[src/rtl/t01_pkg.sv]
// Shared types for the t01 memory arbiter: access width encoding and the
// alignment rule used when a data request is accepted.
package t01_pkg;

  typedef enum logic [1:0] {
    BYTE     = 2'd0,
    HALFWORD = 2'd1,
    WORD     = 2'd2
  } data_width;

  // Any encoding other than BYTE/HALFWORD is handled as a full word.
  function automatic logic is_misaligned(input logic [1:0] addr, input data_width width);
    case (width)
      BYTE:     return 1'b0;
      HALFWORD: return addr[0];
      default:  return addr != 2'b00;
    endcase
  endfunction

endpackage

[src/rtl/t01_lane_align.sv]
// Byte-lane steering between a 32-bit word bus and a narrow data port:
// lane enables, write data shifted into lane, read data right-justified.
module t01_lane_align
  import t01_pkg::*;
(
  input  logic [1:0]  addr,
  input  data_width   width,
  input  logic [31:0] wdata,
  input  logic [31:0] rdata,
  output logic [3:0]  sel,
  output logic [31:0] wdata_sh,
  output logic [31:0] rdata_al
);

  logic [31:0] rdata_sh;

  always_comb begin
    rdata_sh = rdata >> {addr, 3'b000};
    wdata_sh = wdata << {addr, 3'b000};
    case (width)
      BYTE: begin
        sel      = 4'b0001 << addr;
        rdata_al = {24'h0, rdata_sh[7:0]};
      end
      HALFWORD: begin
        sel      = 4'b0011 << addr;
        rdata_al = {16'h0, rdata_sh[15:0]};
      end
      default: begin
        sel      = 4'b1111;
        rdata_al = rdata_sh;
      end
    endcase
  end

endmodule

[src/rtl/t01_mem_arbiter.sv]
// Arbitrates a data port and an instruction-fetch port onto one word bus,
// with a one-deep pending slot for write pulses and a bus timeout.
module t01_mem_arbiter
  import t01_pkg::*;
#(
  parameter int TIMEOUT_CYCLES = 255
) (
  input  logic        clk,
  input  logic        nRST,
  input  logic        DataRead,
  input  logic        DataWrite,
  input  logic [31:0] address_DM,
  input  logic [31:0] writedata_o,
  input  data_width   datawidth,
  output logic [31:0] data_i,
  output logic        dhit,
  input  logic        InstrRead,
  input  logic [31:0] instr_address,
  output logic [31:0] instr,
  output logic        ihit,
  output logic [31:0] bus_addr,
  output logic [31:0] bus_wdata,
  output logic [3:0]  bus_sel,
  output logic        bus_read,
  output logic        bus_write,
  input  logic [31:0] bus_rdata,
  input  logic        bus_ack,
  output logic        bus_err,
  output logic [1:0]  dbg_state
);

  // Bus handshake: a strobe (bus_read or bus_write, never both) is held with
  // stable bus_addr/bus_sel/bus_wdata until the cycle bus_ack is sampled high;
  // bus_rdata is valid only in that cycle. Ack outside a bus state is ignored.

  typedef enum logic [1:0] {IDLE = 2'd0, DBUS = 2'd1, IBUS = 2'd2, RESP = 2'd3} state_t;

  localparam int CW = (TIMEOUT_CYCLES < 2) ? 1 : $clog2(TIMEOUT_CYCLES + 1);

  state_t      state_q, next_state;
  logic [31:0] d_addr_q, d_wdata_q;
  data_width   d_width_q;
  logic        d_write_q;
  logic [31:2] i_addr_q;
  logic        pend_valid_q;
  logic [31:0] pend_addr_q, pend_wdata_q;
  data_width   pend_width_q;
  logic [CW-1:0] cnt_q;
  logic [31:0] resp_data_q;
  logic        resp_is_data_q, resp_err_q;

  logic        take_pend, take_data, take_instr, pend_set;
  logic        resp_load, resp_is_data_d, resp_err_d;
  logic [31:0] resp_data_d;
  logic [3:0]  lane_sel;
  logic [31:0] lane_wdata, lane_rdata;

  t01_lane_align u_lane (
    .addr     (d_addr_q[1:0]),
    .width    (d_width_q),
    .wdata    (d_wdata_q),
    .rdata    (bus_rdata),
    .sel      (lane_sel),
    .wdata_sh (lane_wdata),
    .rdata_al (lane_rdata)
  );

  // A write pulse that cannot be accepted directly this cycle is parked.
  assign pend_set = DataWrite && !(state_q == IDLE && !pend_valid_q);

  always_ff @(posedge clk or negedge nRST) begin
    if (!nRST) state_q <= IDLE;
    else       state_q <= next_state;
  end

  always_comb begin
    next_state     = state_q;
    take_pend      = 1'b0;
    take_data      = 1'b0;
    take_instr     = 1'b0;
    resp_load      = 1'b0;
    resp_data_d    = 32'h0;
    resp_is_data_d = 1'b0;
    resp_err_d     = 1'b0;
    case (state_q)
      IDLE: begin
        if (pend_valid_q || DataRead || DataWrite) begin
          take_pend      = pend_valid_q;
          take_data      = !pend_valid_q;
          resp_is_data_d = 1'b1;
          if (pend_valid_q ? is_misaligned(pend_addr_q[1:0], pend_width_q)
                           : is_misaligned(address_DM[1:0], datawidth)) begin
            next_state = RESP;
            resp_load  = 1'b1;
            resp_err_d = 1'b1;
          end else begin
            next_state = DBUS;
          end
        end else if (InstrRead) begin
          take_instr = 1'b1;
          next_state = IBUS;
        end
      end
      DBUS, IBUS: begin
        resp_is_data_d = (state_q == DBUS);
        if (bus_ack) begin
          next_state  = RESP;
          resp_load   = 1'b1;
          resp_data_d = (state_q == DBUS) ? lane_rdata : bus_rdata;
        end else if (cnt_q == CW'(TIMEOUT_CYCLES - 1)) begin
          next_state = RESP;
          resp_load  = 1'b1;
          resp_err_d = 1'b1;
        end
      end
      RESP:    next_state = IDLE;
      default: next_state = IDLE;
    endcase
  end

  always_ff @(posedge clk or negedge nRST) begin
    if (!nRST) begin
      d_addr_q       <= 32'h0;
      d_wdata_q      <= 32'h0;
      d_width_q      <= BYTE;
      d_write_q      <= 1'b0;
      i_addr_q       <= 30'h0;
      pend_valid_q   <= 1'b0;
      pend_addr_q    <= 32'h0;
      pend_wdata_q   <= 32'h0;
      pend_width_q   <= BYTE;
      cnt_q          <= '0;
      resp_data_q    <= 32'h0;
      resp_is_data_q <= 1'b0;
      resp_err_q     <= 1'b0;
    end else begin
      if (take_pend) begin
        d_addr_q  <= pend_addr_q;
        d_wdata_q <= pend_wdata_q;
        d_width_q <= pend_width_q;
        d_write_q <= 1'b1;
      end else if (take_data) begin
        d_addr_q  <= address_DM;
        d_wdata_q <= writedata_o;
        d_width_q <= datawidth;
        d_write_q <= DataWrite;
      end
      if (take_instr) i_addr_q <= instr_address[31:2];

      if (pend_set) begin
        pend_valid_q <= 1'b1;
        pend_addr_q  <= address_DM;
        pend_wdata_q <= writedata_o;
        pend_width_q <= datawidth;
      end else if (take_pend) begin
        pend_valid_q <= 1'b0;
      end

      if ((state_q == DBUS || state_q == IBUS) && next_state == state_q) cnt_q <= cnt_q + 1'b1;
      else                                                                cnt_q <= '0;

      if (resp_load) begin
        resp_data_q    <= resp_data_d;
        resp_is_data_q <= resp_is_data_d;
        resp_err_q     <= resp_err_d;
      end
    end
  end

  always_comb begin
    bus_read  = (state_q == IBUS) || (state_q == DBUS && !d_write_q);
    bus_write = (state_q == DBUS) && d_write_q;
    bus_addr  = 32'h0;
    bus_sel   = 4'h0;
    bus_wdata = 32'h0;
    if (state_q == DBUS) begin
      bus_addr = {d_addr_q[31:2], 2'b00};
      bus_sel  = lane_sel;
      if (d_write_q) bus_wdata = lane_wdata;
    end else if (state_q == IBUS) begin
      bus_addr = {i_addr_q, 2'b00};
      bus_sel  = 4'hF;
    end
    dhit    = (state_q == RESP) && resp_is_data_q;
    ihit    = (state_q == RESP) && !resp_is_data_q;
    bus_err = (state_q == RESP) && resp_err_q;
    data_i  = dhit ? resp_data_q : 32'h0;
    instr   = ihit ? resp_data_q : 32'h0;
  end

  assign dbg_state = state_q;

endmodule

[config.mk]
export PLATFORM = sky130hd
export DESIGN_NAME = t01_mem_arbiter
export DESIGN_NICKNAME = d
export VERILOG_FILES = /design/src/rtl/t01_pkg.sv /design/src/rtl/t01_lane_align.sv /design/src/rtl/t01_mem_arbiter.sv
export SDC_FILE = /design/constraint.sdc
export NUM_CORES = 1
export LEC_CHECK = 0
export BUFFER_PORTS_ARGS = -buffer_cell sky130_fd_sc_hd__buf_2
export CORE_MARGIN = 2
export CORE_UTILIZATION = 24
export DETAILED_ROUTE_END_ITERATION = 8
export GPL_TIMING_DRIVEN = 0
export SYNTH_ARGS = -nofsm -noshare
export SYNTH_HDL_FRONTEND = slang
export SYNTH_SLANG_ARGS = --single-unit
[constraint.sdc]
create_clock -name clk -period 3 [get_ports clk]
set_input_delay 0.3 -clock clk [delete_from_list [all_inputs] [get_ports clk]]
set_output_delay 0.3 -clock clk [all_outputs]
set_load 0.005 [all_outputs]
# After elaboration in Yosys (flattened, before gate mapping)
# Index checks and enable logic that the tools add are counted.
# totals
elab_cells,105
reg_bits,208
# classes
reduce_logical,25
eq_ne,8
n_shift,4
muxes,53
addsub,1
# ops
operator,n
32-bit 2-to-1 mux,13
32-bit one-hot mux with 2 select lines,1
32-bit by 5-bit left shift with 32-bit output,1
32-bit by 5-bit >> shifter with 32-bit output,1
1-bit 2-to-1 mux,22
2-bit 2-to-1 mux,7
1-bit one-hot mux with 2 select lines,5
"8-bit by 1-bit adder with 8-bit output, second input constant",1
"2-bit by 1-bit == test with 1-bit output, second input constant",4
"8-bit == test, second input constant",1
1-bit logical AND,8
2-bit logical NOT,4
4-bit 2-to-1 mux,2
8-bit 2-to-1 mux,1
4-bit one-hot mux with 2 select lines,1
2-bit nonzero test,4
2-bit one-hot mux with 3 select lines,1
"2-bit == test, second input constant",2
1-bit logical NOT,4
1-bit logical OR,4
"1-bit by 2-bit left shift with 4-bit output, first input constant",1
"2-bit by 2-bit left shift with 4-bit output, first input constant",1
2-bit == test,1
2-bit OR reduction,1

# Logic depth before layout (Yosys ltp)
# Gate-level depths: netlist of the first run.
# depth
word_depth,11
mapped_depth,10
mapped_depth_nobuf,7

# Modules after synthesis
# Synthesis of the first run repeated with hierarchy kept, for this count alone.
# unflattened
cells_unflattened,1027
hier_area_um2,11167.0
# by_module_without_submodules
module,cells_per_inst,instances,seq_area_each_um2,area_per_inst_um2
t01_mem_arbiter,859,1,5205.0,9932.0
t01_lane_align,168,1,0.0,1234.9

# Least setup slack after synthesis of the first run
# No wires, ideal clock.
# synth_path
kind,register -> output
startpoint,"register state_q[1], in the netlist dbg_state[1]"
endpoint,output bus_wdata[0]
required_time_ns,2.700
path_stages_with_launch,9
slack_ns,0.770
arrival_time_ns,1.930
path_cell_list,dfrtp_1 inv_1 ha_1 buf_2 nand2_1 or2_2 clkbuf_1 nor2_1 and2_1
# synth_via
elab_chain_len,2
# synth_lines
element,line,source
from (decl),t01_mem_arbiter.sv:40,"state_t state_q, next_state;"
from (signal assigned),t01_mem_arbiter.sv:73,else state_q <= next_state;
2-bit by 1-bit == test with 1-bit output,t01_mem_arbiter.sv:176,if (state_q == DBUS) begin
32-bit 2-to-1 mux,t01_mem_arbiter.sv:176,
to (decl),t01_mem_arbiter.sv:22,"output logic [31:0] bus_wdata,"
# No other way between the ends.

# Worst setup path in the final report of the first run
# layout_path
startpoint,register d_addr_q[1]
endpoint,output bus_wdata[29]
# layout_via
elab_chain_len,3
# layout_lines
element,line,source
from (decl),t01_mem_arbiter.sv:41,"logic [31:0] d_addr_q, d_wdata_q;"
from (signal assigned),t01_mem_arbiter.sv:138,d_addr_q <= pend_addr_q;
from (signal assigned),t01_mem_arbiter.sv:143,d_addr_q <= address_DM;
32-bit by 5-bit left shift with 32-bit output,t01_lane_align.sv:19,"wdata_sh = wdata << {addr, 3'b000};"
32-bit 2-to-1 mux,t01_mem_arbiter.sv:179,if (d_write_q) bus_wdata = lane_wdata;
32-bit 2-to-1 mux,t01_mem_arbiter.sv:176,
# No other way between the ends.

==> results of run 1 <==
## through the flow
step / cells / utilization / area [µm²] / power [mW] / hold WS, ns
after floorplan: 1021 / - / 10690 / 8.232 / 0.004409
after global routing: 2026 / 0.3343 / 14720 / 14.98 / 0.002875
after CTS: 2020 / 0.3331 / 14660 / 14.08 / 0.00009220
final: 2026 / 0.3343 / 14720 / 14.00 / 0.01908
after detailed placement: 1884 / 0.2911 / 12810 / 10.55 / 0.3885
after global placement: 1883 / 0.2902 / 12780 / 10.41 / 0.4730
## synth_stat cells, types with 3 or more instances
master,number,area share
inv_1,17,0.0060
nor2b_1,20,0.012
a2111oi_2,16,0.022
nand2_1,107,0.038
buf_4,4,0.0028
nor2_1,66,0.023
o22ai_1,9,0.0053
mux2_2,50,0.053
a22oi_1,8,0.0056
a211oi_1,16,0.011
xnor2_1,3,0.0025
clkbuf_1,35,0.012
mux2i_1,82,0.077
o31ai_1,9,0.0063
buf_2,26,0.012
a22o_1,30,0.025
nand2b_1,3,0.0018
o21ai_1,12,0.0056
nand3_1,5,0.0023
o21ai_0,90,0.042
and3_1,32,0.019
and2_1,42,0.025
a21oi_1,16,0.0075
mux2_1,46,0.048
a21o_1,17,0.012
dfrtp_1,208,0.49
nor3_1,4,0.0019
xor2_1,3,0.0025
ha_1,7,0.0082
buf_1,14,0.0049
## worst reg2reg max path: stages, from the launching register on
cell     delay [ns]
dfrtp_1        0.49
inv_1          0.14
ha_1           0.42
nand2_2        0.27
o21ai_0        0.21
o31ai_4        0.39
buf_4          0.29
buf_2          0.26
nand2_1        0.08
o31ai_1        0.08
## cells by family after synthesis
family / count (synthesis) / share of synthesized area
AND/OR/NAND/NOR: 289 / 0.1292
AO/OA/AOI/OAI: 234 / 0.1529
flip-flops: 208 / 0.4873
multiplexers: 178 / 0.1780
buffers and inverters: 96 / 0.03819
adder cells (fa/ha/maj): 8 / 0.009136
XOR/XNOR: 6 / 0.004921
other: 1 / 0.0003511
## layout by cell type (no fill, tap or decap), drive strengths merged, types with 4 or more instances in the layout
master,n
nand3,5
a22o,30
clkinvlp,4
a2111oi,16
nand2,108
and2,43
mux2i,82
diode,5
dlygate4sd3,90
clkbuf,76
a22oi,8
mux2,96
dfrtp,208
a211oi,16
nor3,4
o21ai,102
and3,32
nor2b,20
a21o,17
a21oi,16
buf,312
nor2,66
inv,17
o22ai,9
ha,7
o31ai,11
## worst min path at each step
stage / slack (ns) / endpoint / cells after the start / from
floorplan: 0.004 / cnt_q[0] / 0 / nRST
global placement: 0.47 / pend_addr_q[29] / 1 / pend_addr_q[29]
detailed placement: 0.39 / i_addr_q[23] / 1 / nRST
CTS: 0.00009 / pend_wdata_q[13] / 2 / writedata_o[13]
global route: 0.003 / pend_wdata_q[5] / 2 / writedata_o[5]
finish: 0.02 / pend_wdata_q[5] / 2 / writedata_o[5]
## area by class of cell
class                           count  area [µm²]  share of cell area
Inverter                           17       63.81            0.004335
Clock inverter                      9       108.9            0.007395
Multi-Input combinational cell    717        5131              0.3486
Sequential cell                   208        5206              0.3537
Tap cell                          592       740.7             0.05032
Clock buffer                       40       807.0             0.05483
Antenna cell                        5       12.51           0.0008501
Buffer                             77       359.1             0.02440
Timing Repair Buffer              361        2290              0.1556
## timing repair
action / in CTS / in global routing
pin swaps: 0 / 2
resized for setup: 22 / 11
endpoints found under the setup margin: 66 / 97
endpoints found under the hold margin: 176 / 1
hold buffers: 89 / 1
## routing by layer
metal	global-route usage	share of wire	up-vias
met3	0.02760	0.056	76
met2	0.2709	0.49	307
met5	0	0.00071	-
li1	-	-	4399
met4	0.05833	0.032	4
met1	0.1928	0.42	4608
## flip-flops by register name, indices dropped and copies added (netlist names)
signal	count
d_addr_q	32
d_wdata_q	32
pend_addr_q	32
pend_wdata_q	32
resp_data_q	32
i_addr_q	30
cnt_q	8
d_width_q	2
dbg_state	2
pend_width_q	2
d_write_q	1
pend_valid_q	1
resp_err_q	1
resp_is_data_q	1
## power by group through the flow
stage               Combinational, mW  Sequential, mW  Clock (mW)
detailed placement               5.88            4.66           0
global route                     6.71            4.76        3.51
finish                           6.06            4.63        3.31
global placement                 5.78            4.63           0
CTS                              6.06            4.63        3.40
floorplan                        3.90            4.33           0
==> impl_metrics.json, run 1 <==
{
  "status": "completed",
  "peakVddDrop_mv": 0.4670,
  "worstHoldPathType": "in -> reg",
  "io_buffers": 270,
  "leakage_nw": 7.368,
  "clk_latency_ns": 0.56,
  "cts_setup_buffers": 0,
  "num_rows": 77,
  "fmaxAchievable_mhz": 338.6,
  "postRouteAntennaNets": 0,
  "synth-seq-area-share": 0.4873,
  "numCtsBuffers": 28,
  "grt_setup_unrepaired": "false",
  "vias": 9394,
  "ys_seq_elements": 208,
  "maxCapViolCount": 0,
  "synth.distinct_cells": 49,
  "relSlewSlack": 0.3527,
  "reg2reg_depth": 9,
  "gp_congestion": 0.9013,
  "grt_pass1_vias": 9851,
  "crit_path_top_delay_cell": "dfrtp_1",
  "p_sw_mw": 5.718,
  "place_ws_ns": 0.001928,
  "cts_tree": "yes",
  "synth_warnings": 0,
  "syn_area_um2": 10680,
  "nFillCells": 4570,
  "dieArea_um2": 46210,
  "initial_core_util": 0.2426,
  "cp.arrival_ns": 2.65,
  "setup_viol": 0,
  "drt_iter0_markers": 387,
  "syn_inst": 1020,
  "rrSetupSlack_ns": 0.27,
  "path_clk_slew_ns": 0.05,
  "cts-root-buf": "clkbuf_16",
  "area_growth_pct": 37.80,
  "endpoint": "bus_wdata[29]",
  "skew_ns": 0.009159,
  "grt_max_degree": 121,
  "startpoint_type": "register",
  "fin_crit_ns": 2.953,
  "clock_path_buffers": 3,
  "wl_per_cell_um": 18.00,
  "cts.sinks": 208,
  "drive_above_1_share": 0.3065,
  "drc": 0,
  "tns_ns": 0,
  "fin_ws_ns": 0.04652,
  "r2r-start": "dbg_state[0]",
  "ys_async_sr_fraction": 1.000,
  "critPathLaunch": "d_addr_q[1]",
  "path_class": "reg -> out",
  "htree_levels": 1,
  "die_h_um": 215.0,
  "r2r_end": "resp_data_q[17]",
  "finalCritPeriodShare": 0.9845,
  "cp-end-kind": "output pin",
  "grt_pass1_wl_um": 56830,
  "p_int_mw": 8.284,
  "combPwrFrac": 0.433,
  "clkPwrFrac": 0.237,
  "hpwl_um": 27420,
  "syn_avg_cell_area_um2": 10.47,
  "p_per_area_nw_per_um2": 951.3,
  "worst_pin_slew_ns": 0.9635,
  "power_frac_seq": 0.331,
  "worstPathRequired_ns": 2.70,
  "worst-path-buf-inv": 5,
  "cp_max_fo": 10,
  "max_stage_delay_ns": 0.41,
  "die_x_um": 215.0,
  "grt_use_total": 0.1560,
  "cpMostUsedCell": "buf_2",
  "swShare": 0.4084,
  "synth_top_flop_cell": "dfrtp_1",
  "grt_overflow": 0,
  "crit_chain": "buf_2 -> clkbuf_4 -> buf_4 -> buf_2 -> a211oi_1 -> a211oi_1 -> buf_2",
  "antenna_found_initial": 9,
  "synth_edf_count": 0,
  "core_um2": 44030,
  "first_pass_iters": 5,
  "crit_cells": 7,
  "via_per_inst": 4.637,
  "crit_family": "buffers and inverters",
  "drt-total-wl_um": 36460,
  "drv_slew": 0,
  "ios": 275,
  "nets": 1553,
  "hold_viol_final": 0
}
Power figures use the tool's default switching activity.
==> run 2: changes to the inputs <==
==> constraint.sdc (replaced) <==
create_clock -name clk -period 3 [get_ports clk]
set_input_delay 0.3 -clock clk [delete_from_list [all_inputs] [get_ports clk]]
set_output_delay 0.3 -clock clk [all_outputs]
set_load 0.05 [all_outputs]
==> run 2 against run 1 <==
  * Register-to-register slack got worse by 0.12 ns
  * Final area grew 1.3%
  * Clock skew about the same
  * Critical endpoint is now bus_wdata[24]
  * Power rose by 14%
  * Sequential share of layout area shrank 0.46 points
  * Flip-flop and latch count is the same
  * Maximum frequency grew 1.7%
  * Via count increased by 0.22%
  * Largest cell class unchanged
  * Combinational power increased by 32%
  * Non-clock buffer count up 8
  * Critical path depth unchanged
  * Routed wire length is 1.8% higher
==> impl_metrics.json, run 2 (same netlist as run 1, synthesis figures left out) <==
{
  "path_class": "reg -> out",
  "dpl_cell_area_um2": 12850,
  "p_int_mw": 8.438,
  "maxCapViolCount": 0,
  "use_met2": 0.2711,
  "skew_ns": 0.009636,
  "fin_util": 0.3387,
  "max_stage_delay_ns": 0.41,
  "final_common_cell": "buf_2",
  "postRouteAntennaNets": 0,
  "die_x_um": 215.0,
  "vias": 9415,
  "combPwrFrac": 0.498,
  "path_clk_slew_ns": 0.06,
  "grtUsageMet1": 0.1998,
  "leakage_nw": 7.441,
  "critPathLaunch": "d_addr_q[1]",
  "fmaxAchievable_mhz": 344.3,
  "final_cell_area_um2": 14910,
  "crit_path_top_delay_cell": "dfrtp_1",
  "hold_slack_ns": 0.03028,
  "cts_setup_buffers": 0,
  "worst-path-buf-inv": 5,
  "nets": 1560,
  "layout_common_cells": "buf_2 (276), dfrtp_1 (207), nand2_1 (106), dlygate4sd3_1 (97), o21ai_0 (89)",
  "grt_use_total": 0.1589,
  "grt_pass1_vias": 9824,
  "swShare": 0.4731,
  "r2r-start": "dbg_state[0]",
  "fin_crit_ns": 2.904,
  "p_sw_mw": 7.576,
  "holdPathStages": 3,
  "worst_pin_slew_ns": 1.009,
  "htree_levels": 1,
  "wl_per_cell_um": 18.28,
  "cts.sinks": 208,
  "crit_chain": "buf_2 -> buf_4 -> buf_4 -> clkbuf_4 -> a211oi_1 -> a211oi_2 -> buf_4",
  "worstPathRequired_ns": 2.70,
  "core_um2": 44030,
  "crit_family": "buffers and inverters",
  "clkPwrFrac": 0.212,
  "reg2reg_depth": 9,
  "whs_endpoint": "resp_data_q[30]",
  "top_usage_layer": "met2",
  "gp_congestion": 0.9136,
  "drt-total-wl_um": 37130,
  "cp-end-kind": "output pin",
  "initial_core_util": 0.2426,
  "hp-start": "bus_rdata[30]",
  "numCtsBuffers": 27,
  "grt_overflow": 0,
  "drv_slew": 0,
  "clk_latency_ns": 0.56,
  "power_frac_seq": 0.290,
  "use_met3": 0.02887,
  "ios": 275,
  "area_growth_pct": 39.62,
  "cpMostUsedCell": "buf_4",
  "startpoint_type": "register",
  "grt_pass1_wl_um": 57680,
  "p_per_area_nw_per_um2": 1074,
  "die_h_um": 215.0,
  "hpwl_um": 27800,
  "rrSetupSlack_ns": 0.15,
  "drive_above_1_share": 0.3150,
  "status": "completed",
  "cp_max_fo": 10,
  "setup_viol": 0,
  "num_rows": 77,
  "tns_ns": 0,
  "cts_tree": "yes",
  "dieArea_um2": 46210,
  "cp.arrival_ns": 2.60,
  "clock_path_buffers": 3,
  "finalCritPeriodShare": 0.9681,
  "peakVddDrop_mv": 0.4475,
  "cts-root-buf": "clkbuf_16",
  "first_pass_iters": 7,
  "drc": 0,
  "io_buffers": 270,
  "hold_viol_final": 0,
  "via_per_inst": 4.636,
  "antenna_found_initial": 5,
  "grt_setup_unrepaired": "false",
  "relSlewSlack": 0.3218,
  "grt_max_degree": 78,
  "drt_iter0_markers": 481,
  "r2r_end": "resp_data_q[17]",
  "worstHoldPathType": "in -> reg"
}
[run 2: changes by cell type in the layout (fill, tap and decap cells not counted), moves of 3 or more]
cell           delta
buf_2            -17
clkinv_2          +3
clkbuf_1          -3
buf_4            +16
dlygate4sd3_1     +7
diode_2           -4
[run 2: timing repair]
action | 4_1_cts | 5_1_grt
pin swaps | 1 | 2
resized for setup | 54 | 8
setup endpoints to repair | 98 | 58
hold buffers | 97 | 0
endpoints found under the hold margin | 156 | 0
[run 2: final cells by class]
cell class                 instances  area [µm²]
sequential                       208        5206
timing repair buffer             369        2427
clock buffer                      36       769.5
tap                              592       740.7
antenna                            1       2.502
fill                            4534       29120
buffer                            77       377.9
multi-input combinational        717        5150
clock inverter                    14       175.2
inverter                          17       63.81
[run 2: how the worst max path moves through the flow]
stage / to / slack [ns] / cells after the start
CTS: bus_wdata[5] / 0.0005 / 8
global placement: pend_wdata_q[14] / -2.17 / 1
global route: bus_wdata[2] / 0.002 / 8
floorplan: bus_sel[0] / 0.14 / 7
detailed placement: bus_addr[6] / -0.30 / 7
finish: bus_wdata[24] / 0.1 / 7
[run 2: worst register-to-register path, stage by stage (launching register included)]
cell     delay (ns)
dfrtp_1        0.49
inv_1          0.14
ha_1           0.41
nand2_2        0.28
o21ai_0        0.17
o31ai_2        0.52
buf_4          0.32
buf_2          0.27
nand2_1        0.09
o31ai_1        0.07
[run 2: power by group through the flow]
stage	Clock [mW]	Sequential (mW)	Combinational [mW]
floorplan	0	4.37	5.63
global placement	0	4.63	7.57
detailed placement	0	4.67	7.68
CTS	3.49	4.63	7.99
global route	3.60	4.77	8.62
finish	3.39	4.64	7.98
[run 2: through the flow]
step	std cells	worst slack, ns	power, mW
2_1_floorplan	1021	0.1414	10.01
3_3_place_gp	1883	-2.166	12.20
3_5_place_dp	1885	-0.3033	12.35
4_1_cts	2030	0.0004923	16.12
5_1_grt	2031	0.001509	16.98
6_report	2031	0.09559	16.01
[run 2: per-layer routing]
| layer | part of all wire | vias to the layer above | wire length (µm) |
|---|---|---|---|
| met5 | 0.00094 | - | 35 |
| met4 | 0.039 | 6 | 1447 |
| met3 | 0.052 | 91 | 1917 |
| met2 | 0.48 | 319 | 17960 |
| met1 | 0.42 | 4598 | 15770 |
| li1 | - | 4401 | - |
